==> config.mk <==
export PLATFORM = sky130hd
export DESIGN_NAME = sqrt_range_ctrl
export DESIGN_NICKNAME = d
export VERILOG_FILES = /design/src/rtl/sqrt_range_ctrl.sv
export SDC_FILE = /design/constraint.sdc
export NUM_CORES = 1
export LEC_CHECK = 0
export BUFFER_PORTS_ARGS = -buffer_cell sky130_fd_sc_hd__buf_4
export CAP_MARGIN = 40
export CORE_MARGIN = 5
export CORE_UTILIZATION = 25
export CTS_CLUSTER_SIZE = 30
export DETAILED_ROUTE_END_ITERATION = 6
export PLACE_DENSITY = 0.46
export SLEW_MARGIN = 20
export SYNTH_ARGS = -nofsm -noshare
export SYNTH_HDL_FRONTEND = slang
export SYNTH_SLANG_ARGS = --single-unit
==> constraint.sdc <==
create_clock -name clk -period 3.5 [get_ports clk]
set_input_delay 0.35 -clock clk [delete_from_list [all_inputs] [get_ports clk]]
set_output_delay 0.35 -clock clk [all_outputs]
set_load 0.1 [all_outputs]
==> src/rtl/sqrt_range_ctrl.sv <==
// sqrt_range_ctrl: range-reduction sequencer around the shared sqrt datapath.
// Takes e (UQ6.25) on a valid/ready handshake and returns sqrt(e) (UQ3.21).
// Ports:
//   clk, rst_n           clock, async active-low reset
//   in_valid/in_ready    input handshake, e_in = e (UQ6.25)
//   out_valid/out_ready  output handshake, f_out = sqrt(e) (UQ3.21)
//   sq_x_f, sq_polysel   fraction and interval select to the sqrt datapath
//   sq_y_f               sqrt datapath result (UQ2.18), combinational
module sqrt_range_ctrl (
   input  logic        clk,
   input  logic        rst_n,
   input  logic        in_valid,
   output logic        in_ready,
   input  logic [30:0] e_in,
   output logic        out_valid,
   input  logic        out_ready,
   output logic [23:0] f_out,
   output logic [30:0] sq_x_f,
   output logic        sq_polysel,
   input  logic [19:0] sq_y_f
);

   typedef enum logic [1:0] {
      IDLE,
      NORM,
      EVAL,
      OUT
   } state_t;

   state_t             state;
   logic        [30:0] sh;
   logic        [4:0]  cnt;
   logic signed [4:0]  k;

   logic signed [5:0]  exp_s;
   logic        [22:0] t;
   logic        [24:0] t_up;
   logic        [4:0]  rsh;
   logic        [22:0] t_dn;
   logic        [23:0] f_next;

   // exponent of the leading one, -25..5, fits a 6-bit signed value
   assign exp_s = 6'sd5 - $signed({1'b0, cnt});

   assign t    = {sq_y_f, 3'b000};
   assign t_up = {2'b00, t} << k[1:0];
   assign rsh  = 5'd0 - $unsigned(k);
   assign t_dn = t >> rsh;

   always_comb begin
      f_next = {1'b0, t_dn};
      if (!k[4]) begin
         f_next = t_up[24] ? 24'hFFFFFF : t_up[23:0];
      end
   end

   always_ff @(posedge clk or negedge rst_n) begin
      if (!rst_n) begin
         state      <= IDLE;
         in_ready   <= 1'b1;
         out_valid  <= 1'b0;
         f_out      <= '0;
         sq_x_f     <= '0;
         sq_polysel <= 1'b1;
         sh         <= '0;
         cnt        <= '0;
         k          <= '0;
      end else begin
         unique case (state)
            IDLE: begin
               if (in_valid) begin
                  in_ready <= 1'b0;
                  if (e_in == '0) begin
                     f_out     <= '0;
                     out_valid <= 1'b1;
                     state     <= OUT;
                  end else begin
                     sh    <= e_in;
                     cnt   <= '0;
                     state <= NORM;
                  end
               end
            end
            NORM: begin
               if (sh[30]) begin
                  sq_x_f     <= {sh[29:0], 1'b0};
                  // odd exponent: use the [2,4) interval and drop one
                  sq_polysel <= ~exp_s[0];
                  // floor(exp/2) equals the exact half of the even-adjusted exp
                  k          <= exp_s[5:1];
                  state      <= EVAL;
               end else begin
                  sh  <= sh << 1;
                  cnt <= cnt + 5'd1;
               end
            end
            EVAL: begin
               f_out     <= f_next;
               out_valid <= 1'b1;
               state     <= OUT;
            end
            OUT: begin
               if (out_ready) begin
                  out_valid <= 1'b0;
                  in_ready  <= 1'b1;
                  state     <= IDLE;
               end
            end
            default: state <= IDLE;
         endcase
      end
   end

endmodule

* After elaboration in Yosys (flattened, before gate mapping)
Index checks and enable logic that the tools add are counted.
** Cells by class
- Add/subtract/negate cells :: 3
- Equal/unequal tests :: 9
- Shift-type cells :: 2
- Multiplexer cells :: 25
- Bitwise gates (word level) :: 1
- Reductions and logical operators :: 13
** Operators with widths (count)
- two-way mux 24 bit :: 4
- two-way mux 31 bit :: 3
- one-hot mux 31 bit (2 select lines) :: 1
- one-hot mux 24 bit (2 select lines) :: 1
- zero test 31 bit :: 1
- << shifter 23 x 2 -> 25 bit :: 1
- right shift 23 x 5 -> 23 bit :: 1
- two-way mux 5 bit :: 3
- inequality test 2 bit, second input constant :: 6
- AND reduction 3 bit :: 4
- one-hot mux 5 bit (2 select lines) :: 1
- two-way mux 2 bit :: 4
- one-hot mux 2 bit (4 select lines) :: 1
- AND reduction 4 bit :: 2
- nonzero test 2 bit :: 3
- subtractor 3 x 5 -> 6 bit, first input constant :: 1
- adder 5 x 1 -> 5 bit, second input constant :: 1
- two-way mux 1 bit :: 5
- subtractor 1 x 5 -> 5 bit, first input constant :: 1
- == test 2 bit, second input constant :: 2
- one-hot mux 1 bit (3 select lines) :: 1
- nonzero test 3 bit :: 1
- == test 2 x 1 -> 1 bit, second input constant :: 1
- zero test 2 bit :: 1
- other kinds (3) :: 3
** Storage, ports and cells
- Register bits :: 100
- Bits of input ports :: 55
- Output and inout port bits :: 58
- Logic and storage cells :: 63

* Depth between registers and ports, before layout
- Word-level depth :: 4
- Gate-level depth with buffers :: 13
- Gate-level depth less buffers :: 7

* Least setup slack after synthesis
OpenSTA, ideal clock, no wires.
- Path kind :: flip-flop to flip-flop
- From :: reg k[1]
- To :: reg f_out[6]
- Library setup time :: 127 ps
- Data arrival time :: 2712 ps
- Data required time :: 3373 ps
- Path slack :: 661 ps
- Cell stages (with the launch flop) :: 10
- Buffers on the path :: 2
- Period minus slack after synthesis :: 2839 ps
- Cell sequence :: dfrtp_1 -> buf_2 -> inv_1 -> clkbuf_1 -> ha_1 -> xor2_4 -> mux4_1 -> and3_1 -> a2111oi_2 -> o21ai_1
** On the way
- Word-level cells in the longest chain between the ends :: 4
- Elaborated cells on any way between the ends :: 6
- Classes of those cells :: add/sub (1); shift (2); mux (3)
** RTL lines
- start, declared :: line 33 : logic signed [4:0] k;
- start signal, assigned :: line 90 : k <= exp_s[5:1];
- subtractor 1 x 5 -> 5 bit or << shifter 23 x 2 -> 25 bit (tied branches) :: line 47, 46
- right shift 23 x 5 -> 23 bit or two-way mux 24 bit (tied branches) :: line 48, 53
- two-way mux 24 bit * :: line 52 : if (!k[4]) begin
- one-hot mux 24 bit (2 select lines) * :: line 69 : unique case (state)
- end signal, assigned :: line 98 : f_out <= f_next;
- end, declared :: line 17 : output logic [23:0] f_out,
Every way passes the cells marked *; elsewhere a longest branch is shown, timed or not.
A chain may end at the register's enable or synchronous reset.

* Worst setup path in the final report
- From :: reg k[0]
- To :: reg f_out[5]
The elaborated chain is that of the path after synthesis.

==> run summary <==
The congestion estimate from routability-driven global placement came to 0.8906. Layout-stage area growth over the synthesis result: 23.64%. Via count of the first global-routing pass: 5301.

After layout, the minimum clock period comes to 2.680 ns. The number of enable flip-flop cells after synthesis is 0, and the share of the cycle needed by the critical path after routing is 0.7656. For the sum of routed wire length over all layers, the log shows 18980 microns.

Buffers inserted to repair hold after CTS numbered 0. The count of buffers from port buffering is 111, and the multi-input logic area is 3566 sq um. The area share of the leading cell type in the synthesized netlist is 0.3864, and the number of H-tree levels is 3. Yosys printed 0 warnings.

Clock latency on the worst-skew pair, taken at its later pin, is 0.36 ns. For the critical path data required time, the log shows 3.72 ns. The count of final setup violators was 0; the unique cell type count in the Yosys netlist was 68. Post-CTS timing repair inserted 0 buffers for setup. The run gives 58 as the total number of placement rows. TritonCTS built the clock tree.

The run gives 100 as the clock net sink count. The run finished with clean final reports. The count of state elements after synthesis came out at 100. The worst setup path is of the flip-flop to flip-flop kind.

The total clock buffers created by CTS came out at 9. The worst register-to-register path ends at f_out[5]. The tools report the initial cell density of the core as 0.2527. The most used flip-flop cell after synthesis is dfrtp_1. Following the worst setup path forward leads to its endpoint at f_out[5].

For the pin with the worst max-slew slack, the measured transition is 0.6695 ns. The clock passes through at most 2 buffers. The tree is rooted in a clkbuf_16. The setup check on the worst reg-to-reg path leaves a slack of 0.82 ns. After the last flow step, the layout net total stands at 781. The tools report the capturing element type of the critical path as a flip-flop. The first global-routing pass estimated 30410 microns of wire. After clock tree synthesis, the clock-pin slew on the worst setup and hold paths is 0.08 ns.

The relative slew slack was 0.5516. Entering global routing, the biggest net connects 55 pins. dfrtp_1 is the most common cell in the netlist. In this run the count of I/O pins placed on the die edge is 113.

The post-place setup slack was 0.8437 ns. In this design, the stage delay of the slowest critical-path cell is 0.52 ns. The sequential cell area fraction in the yosys report came out at 0.3947.

Of all nets on the critical path, the largest fanout is 31. The total count of hold-check failures in the final report was 0; the routed via count divided by cell count was 4.872. The core region is 25110 sq um. The end-of-flow core utilization came out at 0.3125. The type of the tightest min-delay check is primary input to async pin. The die is 169.3 microns tall. Setup repair after global routing left no endpoint under its margin. Adding up every negative setup slack in the final design gives 0 ns. The run gives 0 as the number of gates resized after cts.

The path depth of the worst reg2reg path came out at 6. The commonest cells after synthesis are dfrtp_1, nand2_1, o21ai_0. For this run, the top clock speed supported by timing is 0.3732 GHz. The final setup skew came out at 0.01335 ns. Yosys attributes the largest share of cell area to dfrtp_1, mux4_2, mux2i_1. Fill cells in the final layout number 2649. The logs give 0.8203 ns for the final critical-path setup slack and 28670 sq um for the area of the die. Once detailed placement completed, the half-perimeter wirelength came to 13870 microns.

The logs give 0 for the number of antenna cells inserted and 0 for the max-slew violation total from the final report. For the number of nets produced by synthesis, the log shows 687. For this run, design rule violations remaining after detail routing come to 0. STA classifies the critical path startpoint as a flip-flop.

The iteration-0 DRC count of the detailed router was 324. Dividing the detail-routed wire length by the instance count gives 18.03 microns. After synthesis the cells add up to 6346 sq um. The total global-route track usage was 0.1330; the ratio of cells with drive above 1 in the final layout was 0.3084.

The run gives 5130 as the count of vias placed by the detailed router. Walking the worst path, the cells encountered are buf_4, nor4_1, or2_1, mux4_2, a21boi_0, o21ai_0. At the worst endpoint, the arrival time is 2.90 ns.

For the max-cap check violation count, the log shows 0. The post-synthesis cell count is 624. The register area came out at 2506 sq um. The largest total area in the synthesized netlist belongs to dfrtp_1. The width of the die is 169.3 microns, and the share of flip-flops with an asynchronous set or reset is 1.000.

The remaining antenna violation count is 0. Averaged over all synthesized cells, the footprint is 10.17 sq um. Number of iterations in the first detailed-routing pass: 5. The run gives 0 as the number of antenna violations at the first check in global routing.

Master of the slowest instance on the critical path: nor4_1. In this run the worst setup path begins at k[0]. Residual overflow from global routing: 0. In this run the critical register-to-register path is launched from k[0].
layout by cell type (no fill, tap or decap), drive strengths merged, types with 8 or more instances in the layout:
cell type and n:
a21oi 45, a221oi 9, buf 129, clkbuf 9, dfrtp 98, ha 8, inv 15, mux2 38
mux2i 42, mux4 23, nand2 76, nor2 21, nor2b 32, nor3 9, nor4 9, o21ai 69
worst min-delay path by stage:
stage	startpoint	to	slack, ns	depth (start not counted)
2_1_floorplan	rst_n	cnt[0]	0.05	0
3_3_place_gp	rst_n	f_out[5]	0.41	1
3_5_place_dp	rst_n	f_out[5]	0.42	1
4_1_cts	rst_n	f_out[3]	0.02	1
5_1_grt	rst_n	f_out[3]	0.06	1
6_report	rst_n	f_out[3]	0.01	1
layout make-up:
type                       instances  share of cell area
inverter                          12            0.005741
timing repair buffer             129              0.1292
sequential                       100              0.3194
multi-input combinational        466              0.4545
tap                              330             0.05262
clock inverter                     7            0.009887
clock buffer                       9             0.02870
through the flow:
step / hold slack (ns) / std cells / instance area (sq um)
floorplan: 0.05441 / 624 / 6346
CTS: 0.02445 / 1053 / 7846
global placement: 0.4127 / 1036 / 7528
global route: 0.06075 / 1053 / 7846
finish: 0.01191 / 1053 / 7846
detailed placement: 0.4174 / 1037 / 7543
cell families after synthesis:
group                      count (synthesis)  synth area share
and+or+nand+nor                          177            0.1414
muxes                                    103            0.2183
adders and majority gates                  8           0.01577
other                                      1         0.0005909
buffers and inverters                     58           0.04554
DFF                                      100            0.3947
xor gates and xnor gates                   5          0.009860
AOI/OAI and AO/OA                        172            0.1739
flip-flops by register name (all words and copies together) (netlist names):
register    flops
cnt             5
sh             31
out_valid       1
f_out          24
state           2
k               5
sq_polysel      1
in_ready        1
sq_x_f         30
worst max-delay path, delay by kind of cell (launching register included):
family | cells | cell delay, ns
DFF | 1 | 0.40
muxes | 1 | 0.39
AOI/OAI and AO/OA | 2 | 0.45
buffers and inverters | 1 | 0.26
and+or+nand+nor | 2 | 1.03
metal layers:
layer,global-route usage,share of wire,up-vias
li1,-,-,2494
met1,0.1787,0.45,2466
met2,0.2097,0.47,141
met3,0.03308,0.054,29
met4,0.04620,0.030,0
met5,0,0,-
Power is not shown: default switching activity piles up to over one toggle a cycle in this logic, so the estimate is an artifact.
